File: config.mk
export PLATFORM = sky130hd
export DESIGN_NAME = alu_arbiter_flat
export DESIGN_NICKNAME = d
export VERILOG_FILES = /design/src/rtl/alu_arbiter_if.sv /design/src/rtl/alu_arbiter.sv /design/src/flat_wrapper.sv
export SDC_FILE = /design/constraint.sdc
export NUM_CORES = 1
export LEC_CHECK = 0
export ABC_AREA = 0
export CELL_PAD_IN_SITES_DETAIL_PLACEMENT = 0
export CELL_PAD_IN_SITES_GLOBAL_PLACEMENT = 1
export CORE_ASPECT_RATIO = 0.5
export CORE_MARGIN = 2
export CORE_UTILIZATION = 31
export DETAILED_ROUTE_END_ITERATION = 12
export HOLD_SLACK_MARGIN = 0.12
export PLACE_DENSITY = 0.85
export SETUP_SLACK_MARGIN = 0.02
export SLEW_MARGIN = 15
export SYNTH_ARGS = -nofsm -noshare
export SYNTH_HDL_FRONTEND = slang
export SYNTH_SLANG_ARGS = --single-unit
File: constraint.sdc
create_clock -name clk_i -period 9.05 [get_ports clk_i]
set_clock_uncertainty 0.05 [all_clocks]
set_input_delay 1.81 -clock clk_i [delete_from_list [all_inputs] [get_ports clk_i]]
set_output_delay 1.81 -clock clk_i [all_outputs]
set_load 0.02 [all_outputs]
File: src/rtl/alu_arbiter_if.sv
// Bundle of the requester, shared-ALU and response signals of alu_arbiter.
// The slave modport is the arbiter's view; the master modport is the view
// of whatever drives the requests, models the ALU and consumes responses.
interface alu_arbiter_if;

   // requester 0
   logic        req0_valid_i;
   logic [31:0] req0_src1_i;
   logic [31:0] req0_src2_i;
   logic [3:0]  req0_ctrl_i;
   logic        req0_ready_o;

   // requester 1
   logic        req1_valid_i;
   logic [31:0] req1_src1_i;
   logic [31:0] req1_src2_i;
   logic [3:0]  req1_ctrl_i;
   logic        req1_ready_o;

   // shared ALU
   logic [31:0] alu_src1_o;
   logic [31:0] alu_src2_o;
   logic [3:0]  alu_ctrl_o;
   logic [31:0] alu_result_i;
   logic        alu_zero_i;

   // response channel and status
   logic        resp_valid_o;
   logic        resp_ready_i;
   logic        resp_id_o;
   logic [31:0] resp_result_o;
   logic        resp_zero_o;
   logic        busy_o;
   logic [15:0] op_count_o;

   modport slave (
      input  req0_valid_i, req0_src1_i, req0_src2_i, req0_ctrl_i,
      input  req1_valid_i, req1_src1_i, req1_src2_i, req1_ctrl_i,
      input  alu_result_i, alu_zero_i,
      input  resp_ready_i,
      output req0_ready_o, req1_ready_o,
      output alu_src1_o, alu_src2_o, alu_ctrl_o,
      output resp_valid_o, resp_id_o, resp_result_o, resp_zero_o,
      output busy_o, op_count_o
   );

   modport master (
      output req0_valid_i, req0_src1_i, req0_src2_i, req0_ctrl_i,
      output req1_valid_i, req1_src1_i, req1_src2_i, req1_ctrl_i,
      output alu_result_i, alu_zero_i,
      output resp_ready_i,
      input  req0_ready_o, req1_ready_o,
      input  alu_src1_o, alu_src2_o, alu_ctrl_o,
      input  resp_valid_o, resp_id_o, resp_result_o, resp_zero_o,
      input  busy_o, op_count_o
   );

endinterface

File: src/rtl/alu_arbiter.sv
// Round-robin arbiter sharing one combinational ALU between two requesters.
// One operation is outstanding at a time: IDLE grants and latches the
// operands, EXEC drives the ALU and captures its result, RESP holds the
// response until the consumer takes it.
module alu_arbiter (
   input  logic          clk_i,
   input  logic          rst_i,
   alu_arbiter_if.slave  bus
);

   typedef enum logic [1:0] {
      IDLE = 2'd0,
      EXEC = 2'd1,
      RESP = 2'd2
   } state_t;

   localparam logic [3:0] CTRL_NOP = 4'hF;

   state_t      state_q, state_d;
   logic        ptr_q,   ptr_d;
   logic [31:0] src1_q,  src1_d;
   logic [31:0] src2_q,  src2_d;
   logic [3:0]  ctrl_q,  ctrl_d;
   logic        id_q,    id_d;
   logic [31:0] result_q, result_d;
   logic        zero_q,  zero_d;
   logic [15:0] count_q, count_d;

   logic        gnt;
   logic        ready0;
   logic        ready1;
   logic [31:0] alu_src1;
   logic [31:0] alu_src2;
   logic [3:0]  alu_ctrl;

   // state register and datapath flops, cleared asynchronously
   always_ff @(posedge clk_i or posedge rst_i) begin
      if (rst_i) begin
         state_q  <= IDLE;
         ptr_q    <= 1'b0;
         src1_q   <= '0;
         src2_q   <= '0;
         ctrl_q   <= CTRL_NOP;
         id_q     <= 1'b0;
         result_q <= '0;
         zero_q   <= 1'b0;
         count_q  <= '0;
      end else begin
         state_q  <= state_d;
         ptr_q    <= ptr_d;
         src1_q   <= src1_d;
         src2_q   <= src2_d;
         ctrl_q   <= ctrl_d;
         id_q     <= id_d;
         result_q <= result_d;
         zero_q   <= zero_d;
         count_q  <= count_d;
      end
   end

   // next-state, grant, ALU drive and response capture
   always_comb begin
      state_d  = state_q;
      ptr_d    = ptr_q;
      src1_d   = src1_q;
      src2_d   = src2_q;
      ctrl_d   = ctrl_q;
      id_d     = id_q;
      result_d = result_q;
      zero_d   = zero_q;
      count_d  = count_q;
      gnt      = 1'b0;
      ready0   = 1'b0;
      ready1   = 1'b0;
      alu_src1 = '0;
      alu_src2 = '0;
      alu_ctrl = CTRL_NOP;

      unique case (state_q)
         IDLE: begin
            // rst_i gates the combinational readys so none leak during reset
            if (!rst_i && (bus.req0_valid_i || bus.req1_valid_i)) begin
               gnt = (bus.req0_valid_i && bus.req1_valid_i) ? ptr_q : bus.req1_valid_i;
               if (gnt) begin
                  ready1 = 1'b1;
                  src1_d = bus.req1_src1_i;
                  src2_d = bus.req1_src2_i;
                  ctrl_d = bus.req1_ctrl_i;
               end else begin
                  ready0 = 1'b1;
                  src1_d = bus.req0_src1_i;
                  src2_d = bus.req0_src2_i;
                  ctrl_d = bus.req0_ctrl_i;
               end
               id_d    = gnt;
               ptr_d   = ~gnt;
               state_d = EXEC;
            end
         end
         EXEC: begin
            alu_src1 = src1_q;
            alu_src2 = src2_q;
            alu_ctrl = ctrl_q;
            result_d = bus.alu_result_i;
            zero_d   = bus.alu_zero_i;
            state_d  = RESP;
         end
         RESP: begin
            if (bus.resp_ready_i) begin
               count_d = count_q + 16'd1;
               state_d = IDLE;
            end
         end
         default: begin
            state_d = IDLE;
         end
      endcase
   end

   assign bus.req0_ready_o  = ready0;
   assign bus.req1_ready_o  = ready1;
   assign bus.alu_src1_o    = alu_src1;
   assign bus.alu_src2_o    = alu_src2;
   assign bus.alu_ctrl_o    = alu_ctrl;
   assign bus.resp_valid_o  = (state_q == RESP);
   assign bus.resp_id_o     = id_q;
   assign bus.resp_result_o = result_q;
   assign bus.resp_zero_o   = zero_q;
   assign bus.busy_o        = (state_q != IDLE);
   assign bus.op_count_o    = count_q;

endmodule

File: src/flat_wrapper.sv
// flat-port wrapper written by rule: the top's interface ports become plain ports
module alu_arbiter_flat 
  (clk_i, rst_i, bus_req0_valid_i, bus_req0_src1_i, bus_req0_src2_i, bus_req0_ctrl_i, bus_req1_valid_i, bus_req1_src1_i, bus_req1_src2_i, bus_req1_ctrl_i, bus_alu_result_i, bus_alu_zero_i, bus_resp_ready_i, bus_req0_ready_o, bus_req1_ready_o, bus_alu_src1_o, bus_alu_src2_o, bus_alu_ctrl_o, bus_resp_valid_o, bus_resp_id_o, bus_resp_result_o, bus_resp_zero_o, bus_busy_o, bus_op_count_o);
  alu_arbiter_if bus_i ();
  input  logic clk_i;
  input  logic rst_i;
  input wire logic [$bits(bus_i.req0_valid_i)-1:0] bus_req0_valid_i;
  input wire logic [$bits(bus_i.req0_src1_i)-1:0] bus_req0_src1_i;
  input wire logic [$bits(bus_i.req0_src2_i)-1:0] bus_req0_src2_i;
  input wire logic [$bits(bus_i.req0_ctrl_i)-1:0] bus_req0_ctrl_i;
  input wire logic [$bits(bus_i.req1_valid_i)-1:0] bus_req1_valid_i;
  input wire logic [$bits(bus_i.req1_src1_i)-1:0] bus_req1_src1_i;
  input wire logic [$bits(bus_i.req1_src2_i)-1:0] bus_req1_src2_i;
  input wire logic [$bits(bus_i.req1_ctrl_i)-1:0] bus_req1_ctrl_i;
  input wire logic [$bits(bus_i.alu_result_i)-1:0] bus_alu_result_i;
  input wire logic [$bits(bus_i.alu_zero_i)-1:0] bus_alu_zero_i;
  input wire logic [$bits(bus_i.resp_ready_i)-1:0] bus_resp_ready_i;
  output wire logic [$bits(bus_i.req0_ready_o)-1:0] bus_req0_ready_o;
  output wire logic [$bits(bus_i.req1_ready_o)-1:0] bus_req1_ready_o;
  output wire logic [$bits(bus_i.alu_src1_o)-1:0] bus_alu_src1_o;
  output wire logic [$bits(bus_i.alu_src2_o)-1:0] bus_alu_src2_o;
  output wire logic [$bits(bus_i.alu_ctrl_o)-1:0] bus_alu_ctrl_o;
  output wire logic [$bits(bus_i.resp_valid_o)-1:0] bus_resp_valid_o;
  output wire logic [$bits(bus_i.resp_id_o)-1:0] bus_resp_id_o;
  output wire logic [$bits(bus_i.resp_result_o)-1:0] bus_resp_result_o;
  output wire logic [$bits(bus_i.resp_zero_o)-1:0] bus_resp_zero_o;
  output wire logic [$bits(bus_i.busy_o)-1:0] bus_busy_o;
  output wire logic [$bits(bus_i.op_count_o)-1:0] bus_op_count_o;
  assign bus_i.req0_valid_i = bus_req0_valid_i;
  assign bus_i.req0_src1_i = bus_req0_src1_i;
  assign bus_i.req0_src2_i = bus_req0_src2_i;
  assign bus_i.req0_ctrl_i = bus_req0_ctrl_i;
  assign bus_i.req1_valid_i = bus_req1_valid_i;
  assign bus_i.req1_src1_i = bus_req1_src1_i;
  assign bus_i.req1_src2_i = bus_req1_src2_i;
  assign bus_i.req1_ctrl_i = bus_req1_ctrl_i;
  assign bus_i.alu_result_i = bus_alu_result_i;
  assign bus_i.alu_zero_i = bus_alu_zero_i;
  assign bus_i.resp_ready_i = bus_resp_ready_i;
  assign bus_req0_ready_o = bus_i.req0_ready_o;
  assign bus_req1_ready_o = bus_i.req1_ready_o;
  assign bus_alu_src1_o = bus_i.alu_src1_o;
  assign bus_alu_src2_o = bus_i.alu_src2_o;
  assign bus_alu_ctrl_o = bus_i.alu_ctrl_o;
  assign bus_resp_valid_o = bus_i.resp_valid_o;
  assign bus_resp_id_o = bus_i.resp_id_o;
  assign bus_resp_result_o = bus_i.resp_result_o;
  assign bus_resp_zero_o = bus_i.resp_zero_o;
  assign bus_busy_o = bus_i.busy_o;
  assign bus_op_count_o = bus_i.op_count_o;
  alu_arbiter u_core (.clk_i(clk_i), .rst_i(rst_i), .bus(bus_i));
endmodule
## Word-level counts from Yosys, hierarchy flattened

Index checks and enable logic that the tools add are counted.

| operators by class | value |
|---|---|
| add/sub/neg operators | 1 |
| eq/ne operators | 4 |
| muxes and demuxes | 16 |
| bitwise gates (word level) | 1 |
| reductions and logical operators | 9 |

Operators with widths:

| kind | number |
|---|---|
| 2-to-1 mux 32 bit | 4 |
| adder 16 x 1 -> 16 bit, second input constant | 1 |
| 2-to-1 mux 4 bit | 2 |
| 2-to-1 mux 1 bit | 7 |
| one-hot mux 2 bit (3 select lines) | 1 |
| AND reduction 2 bit | 3 |
| 2-to-1 mux 2 bit | 2 |
| == test 2 x 1 -> 1 bit, second input constant | 1 |
| == test 2 bit, second input constant | 1 |
| logical AND 1 bit | 2 |
| logical NOT 2 bit | 1 |
| inequality test 2 x 1 -> 1 bit, second input constant | 1 |
| inequality test 2 bit, second input constant | 1 |
| nonzero test 2 bit | 1 |
| logical NOT 1 bit | 1 |
| logical OR 1 bit | 1 |
| NOT 1 bit | 1 |

| word-level totals | value |
|---|---|
| register bits | 121 |
| output and inout bits | 122 |

## Logic depth before layout (Yosys ltp)

| depth | value |
|---|---|
| word-level depth | 5 |
| depth in mapped cells | 6 |
| mapped depth without buffers | 5 |

## Worst setup path after synthesis

OpenSTA, ideal clock, no wires.

| timing | value |
|---|---|
| path type | input to output |
| from | in bus_req0_valid_i |
| to | out bus_req1_ready_o |
| arrival time | 2.636 ns |
| data required time | 7.190 ns |
| path slack | 4.554 ns |
| cell stages on the path | 2 |
| buffers on the path | 1 |
| cell sequence | a2111oi_4 buf_6 |

| on the way | value |
|---|---|
| longest elaborated chain between the ends | 5 |

RTL lines:

| item | line | source |
|---|---|---|
| start: declaration | flat_wrapper.sv:7 | `input wire logic [$bits(bus_i.req0_valid_i)-1:0] bus_req0_valid_i;` |
| logical AND 1 bit | alu_arbiter.sv:83 | `gnt = (bus.req0_valid_i && bus.req1_valid_i) ? ptr_q : bus.req1_valid_i;` |
| 2-to-1 mux 1 bit | alu_arbiter.sv:83 |  |
| 2-to-1 mux 1 bit | alu_arbiter.sv:84 | `if (gnt) begin` |
| 2-to-1 mux 1 bit (*) | alu_arbiter.sv:82 | `if (!rst_i && (bus.req0_valid_i \|\| bus.req1_valid_i)) begin` |
| 2-to-1 mux 1 bit (*) | alu_arbiter.sv:79 | `unique case (state_q)` |
| end: declaration | flat_wrapper.sv:19 | `output wire logic [$bits(bus_i.req1_ready_o)-1:0] bus_req1_ready_o;` |

Every way passes the cells marked *; elsewhere a longest branch is shown, timed or not.

## Worst setup path in the final report

| timing | value |
|---|---|
| from | in rst_i |
| to | out bus_req0_ready_o |

| on the way | value |
|---|---|
| longest elaborated chain between the ends | 4 |

RTL lines:

| item | line | source |
|---|---|---|
| start: declaration | flat_wrapper.sv:6 | `input logic rst_i;` |
| logical NOT 1 bit | alu_arbiter.sv:82 |  |
| logical AND 1 bit | alu_arbiter.sv:82 |  |
| 2-to-1 mux 1 bit | alu_arbiter.sv:82 |  |
| 2-to-1 mux 1 bit | alu_arbiter.sv:79 |  |
| end: declaration | flat_wrapper.sv:18 | `output wire logic [$bits(bus_i.req0_ready_o)-1:0] bus_req0_ready_o;` |

No other way between the ends.

==> summary.md <==
| Metric | Value |
|---|---|
| Status | complete, no violations |
| CP delay by family, top | buffers and inverters |
| Worst-path clk slew | about 0.060 ns |
| RSZ-0062 raised after global routing | no |
| Final setup violation count | 0 |
| DRC errors left | 0 |
| Hold WC Path Type | reg -> reg |
| CP max FO | 70 |
| Hpwl dp | roughly 13 mm |
| Top cell type by total area after synthesis | dfrtp_1 |
| Max Slew Vio Count | 0 |
| Nets | 916 |
| PD cells | ~280 nW/um^2 |
| Share of the synthesized area in the top cell type | 0.5443 |
| Initial antenna violation count | 0 |
| Post-DRT Antenna Nets | 0 |
| Synthesized flop and latch total | approximately 120 |
| Total CTS buffers | 17 |
| Post-Syn Area per Cell | approximately 12 um^2 |
| CTS root buf | clkbuf_16 |
| Hold depth | 1 |
| Chip Width | ~190 um |
| Crit-path cells | clkdlybuf4s50_1, nor3_1, and3_2, buf_4, clkdlybuf4s50_1 |
| Hold Startpoint | u_core.bus.op_count_o[15] |
| Hold_buf cts | 0 |
| Commonest non-fill, non-tap cell in the layout | clkdlybuf4s50_1 |
| Mapped Cells | approximately 460 |
| Pin count of the biggest net entering global routing | roughly 80 |
| Iteration-0 DRC Markers | 499 |
| Vias in the first global route | about 5000 |
| DIE AREA | around 18000 um^2 |
| Starting Density | 0.3225 |
| GRT Total Usage | 0.1950 |
| Worst Path Required | just over 7 ns |
| Worst Path Buf+Inv | 3 |
| Die Y | approximately 97 um |
| Via density | 4.773 |
| FF-to-FF Start | u_core.state_q[1] |
| Slew @ Worst Pin | around 0.99 ns |
| Critical path depth | 5 |
| Worst reg2reg path depth | 3 |
| Hold Vio Cnt, Final | 0 |
| GRT Residual Overflow | 0 |
| Area growth, synth to finish | 67.78% |
| Commonest cells after routing, fill and taps aside | clkdlybuf4s50_1 (295), dfrtp_1 (117), inv_1 (73) |
| Period Utilization, post-route | 0.6873 |
| Core Region | roughly 17000 um^2 |
| Non-Filler Instances | approximately 980 |
| Synth Cell Area | roughly 5400 um^2 |
| Row count | 33 |
| Placed instance count | roughly 950 |
| Worst Setup Slack, final | roughly 2.8 ns |
| Total clock sinks | roughly 120 |
| Filler cell count in the final layout | roughly 1500 |
| CP Class | in -> out |
| Worst hold path endpoint | u_core.bus.op_count_o[15] |
| IO Pins | about 300 |
| Reg2reg setup slack | roughly 6.7 ns |
| Critical Path Source Type | input pin |
| Post-synthesis sequential area ratio | 0.5639 |
| Input/output buffers | around 300 |
| Distinct cell type count after synthesis | 31 |
| Via count | about 4700 |
| Clk_lat worst skew | around 0.4 ns |
| Max-cap violations | 0 |
| Worst Path Arrival | ~4.4 ns |
| Max VDD drop | 0.1561 mV |
| Worst R2R End | u_core.bus.resp_result_o[17] |
| Worst slew margin | 0.3398 |
| LEAKAGE | roughly 4.0 nW |
| FFs w/ async S/R, synth | 1.000 |
| Layout cells sized above 1 | 0.1061 |
| Pre-antenna DRT Iters | 9 |
| Minimum clock period | 6.221 ns |
| Final GP Congestion | 0.8133 |
| Yosys warns | 0 |
| Top FF cell, synth | dfrtp_1 |
| Setup TNS after final layout | 0 ns |
| Antenna Cells | 0 |
| Crit path largest cell delay | 0.75 ns |
| Clock Tree Buf Depth | 2 |
| Pre-CTS setup slack | 2.812 ns |
| Final WL | between 15 and 20 mm |
| Critical-path top delay cell | clkdlybuf4s50_1 |
| Drt wl/cell | 18.33 um |
| Fmax | ~160 MHz |
| CTS tree | yes |
| Post-synth EDFFs | 0 |
| Setup bufs post-CTS | 0 |
| CTS resizes | 0 |
| H-tree depth | 4 |
| First-pass GRT wire length | between 20 and 30 mm |
| Most used cell, CP | clkdlybuf4s50_1 |
| Syn_nets | 630 |
| Synth top area cells | dfrtp_1 (54%), a222oi_1 (13%), and2_1 (7.4%) |
| Critical Path Sink Type | output pin |
==> registers in the layout (all words and copies together), names as in the netlist <==
| signal | count |
|---|---|
| u_core.src1_q | 32 |
| u_core.bus.resp_id_o | 1 |
| u_core.bus.resp_zero_o | 1 |
| u_core.bus.resp_result_o | 32 |
| u_core.ptr_q | 1 |
| u_core.state_q | 2 |
| u_core.bus.op_count_o | 16 |
| u_core.ctrl_q | 4 |
| u_core.src2_q | 32 |
==> cells in the mapped netlist, types with 2 or more instances <==
library cell / count
dfrtp_1: 117
inv_1: 74
a222oi_1: 68
and2_1: 64
mux2_2: 34
buf_2: 15
xnor2_1: 11
clkbuf_1: 10
nand2_1: 10
nand3_1: 8
buf_6: 7
nor2_1: 5
dfstp_2: 4
nand2b_1: 4
nor3_1: 4
xor2_1: 4
and3_1: 2
==> area by class of cell <==
class	count	area, um^2	share of cell area
inverter	74	280.3	0.03106
multi-input combinational	227	1883	0.2087
tap	227	284.0	0.03147
clock buffer	18	429.2	0.04755
clock inverter	14	125.1	0.01386
timing repair buffer	300	2990	0.3313
sequential	121	3033	0.3361
==> worst max-delay path by stage <==
stage | from | end | slack, ns
global placement | rst_i | bus_req0_ready_o | 2.88
floorplan | rst_i | u_core.bus.op_count_o[0] | 3.98
CTS | rst_i | bus_req0_ready_o | 2.81
finish | rst_i | bus_req0_ready_o | 2.83
global route | rst_i | bus_req0_ready_o | 2.62
detailed placement | rst_i | bus_req0_ready_o | 2.81
==> report_power, final <==
group	switching, W	internal [W]
clock network	0.000255	0.000379
logic	0.000449	0.000512
registers	0.000134	0.000778
==> cells by family (layout without fill, tap and decap cells) <==
group / Yosys count / count (layout) / synth area share
and+or+nand+nor: 105 / 105 / 0.1147
muxes: 34 / 34 / 0.07118
AOI/OAI and AO/OA: 72 / 72 / 0.1349
DFF: 121 / 121 / 0.5639
xor gates and xnor gates: 15 / 15 / 0.02442
buffers and inverters: 107 / 406 / 0.08863
adders and majority gates: 1 / 1 / 0.002326
==> metal layers <==
layer / GRT usage / share of wire / vias to the layer above
met5: 0 / 0 / -
met4: 0.06142 / 0.024 / 0
met3: 0.03178 / 0.040 / 26
met2: 0.3510 / 0.53 / 150
met1: 0.2383 / 0.41 / 2305
li1: - / - / 2201
==> through the flow <==
stage | utilization | instance area (um^2) | total power (W) | hold slack, ns
6_report | 0.5410 | 9025 | 0.002506 | 0.4259
5_1_grt | 0.5410 | 9025 | 0.002647 | 0.4635
4_1_cts | 0.5410 | 9025 | 0.002533 | 0.4249
3_5_place_dp | 0.5078 | 8471 | 0.001885 | 0.4164
3_3_place_gp | 0.5078 | 8471 | 0.001862 | 0.4124
2_1_floorplan | - | 5379 | 0.001424 | 0.4173
Note: power is estimated with default switching activity, not from simulation.
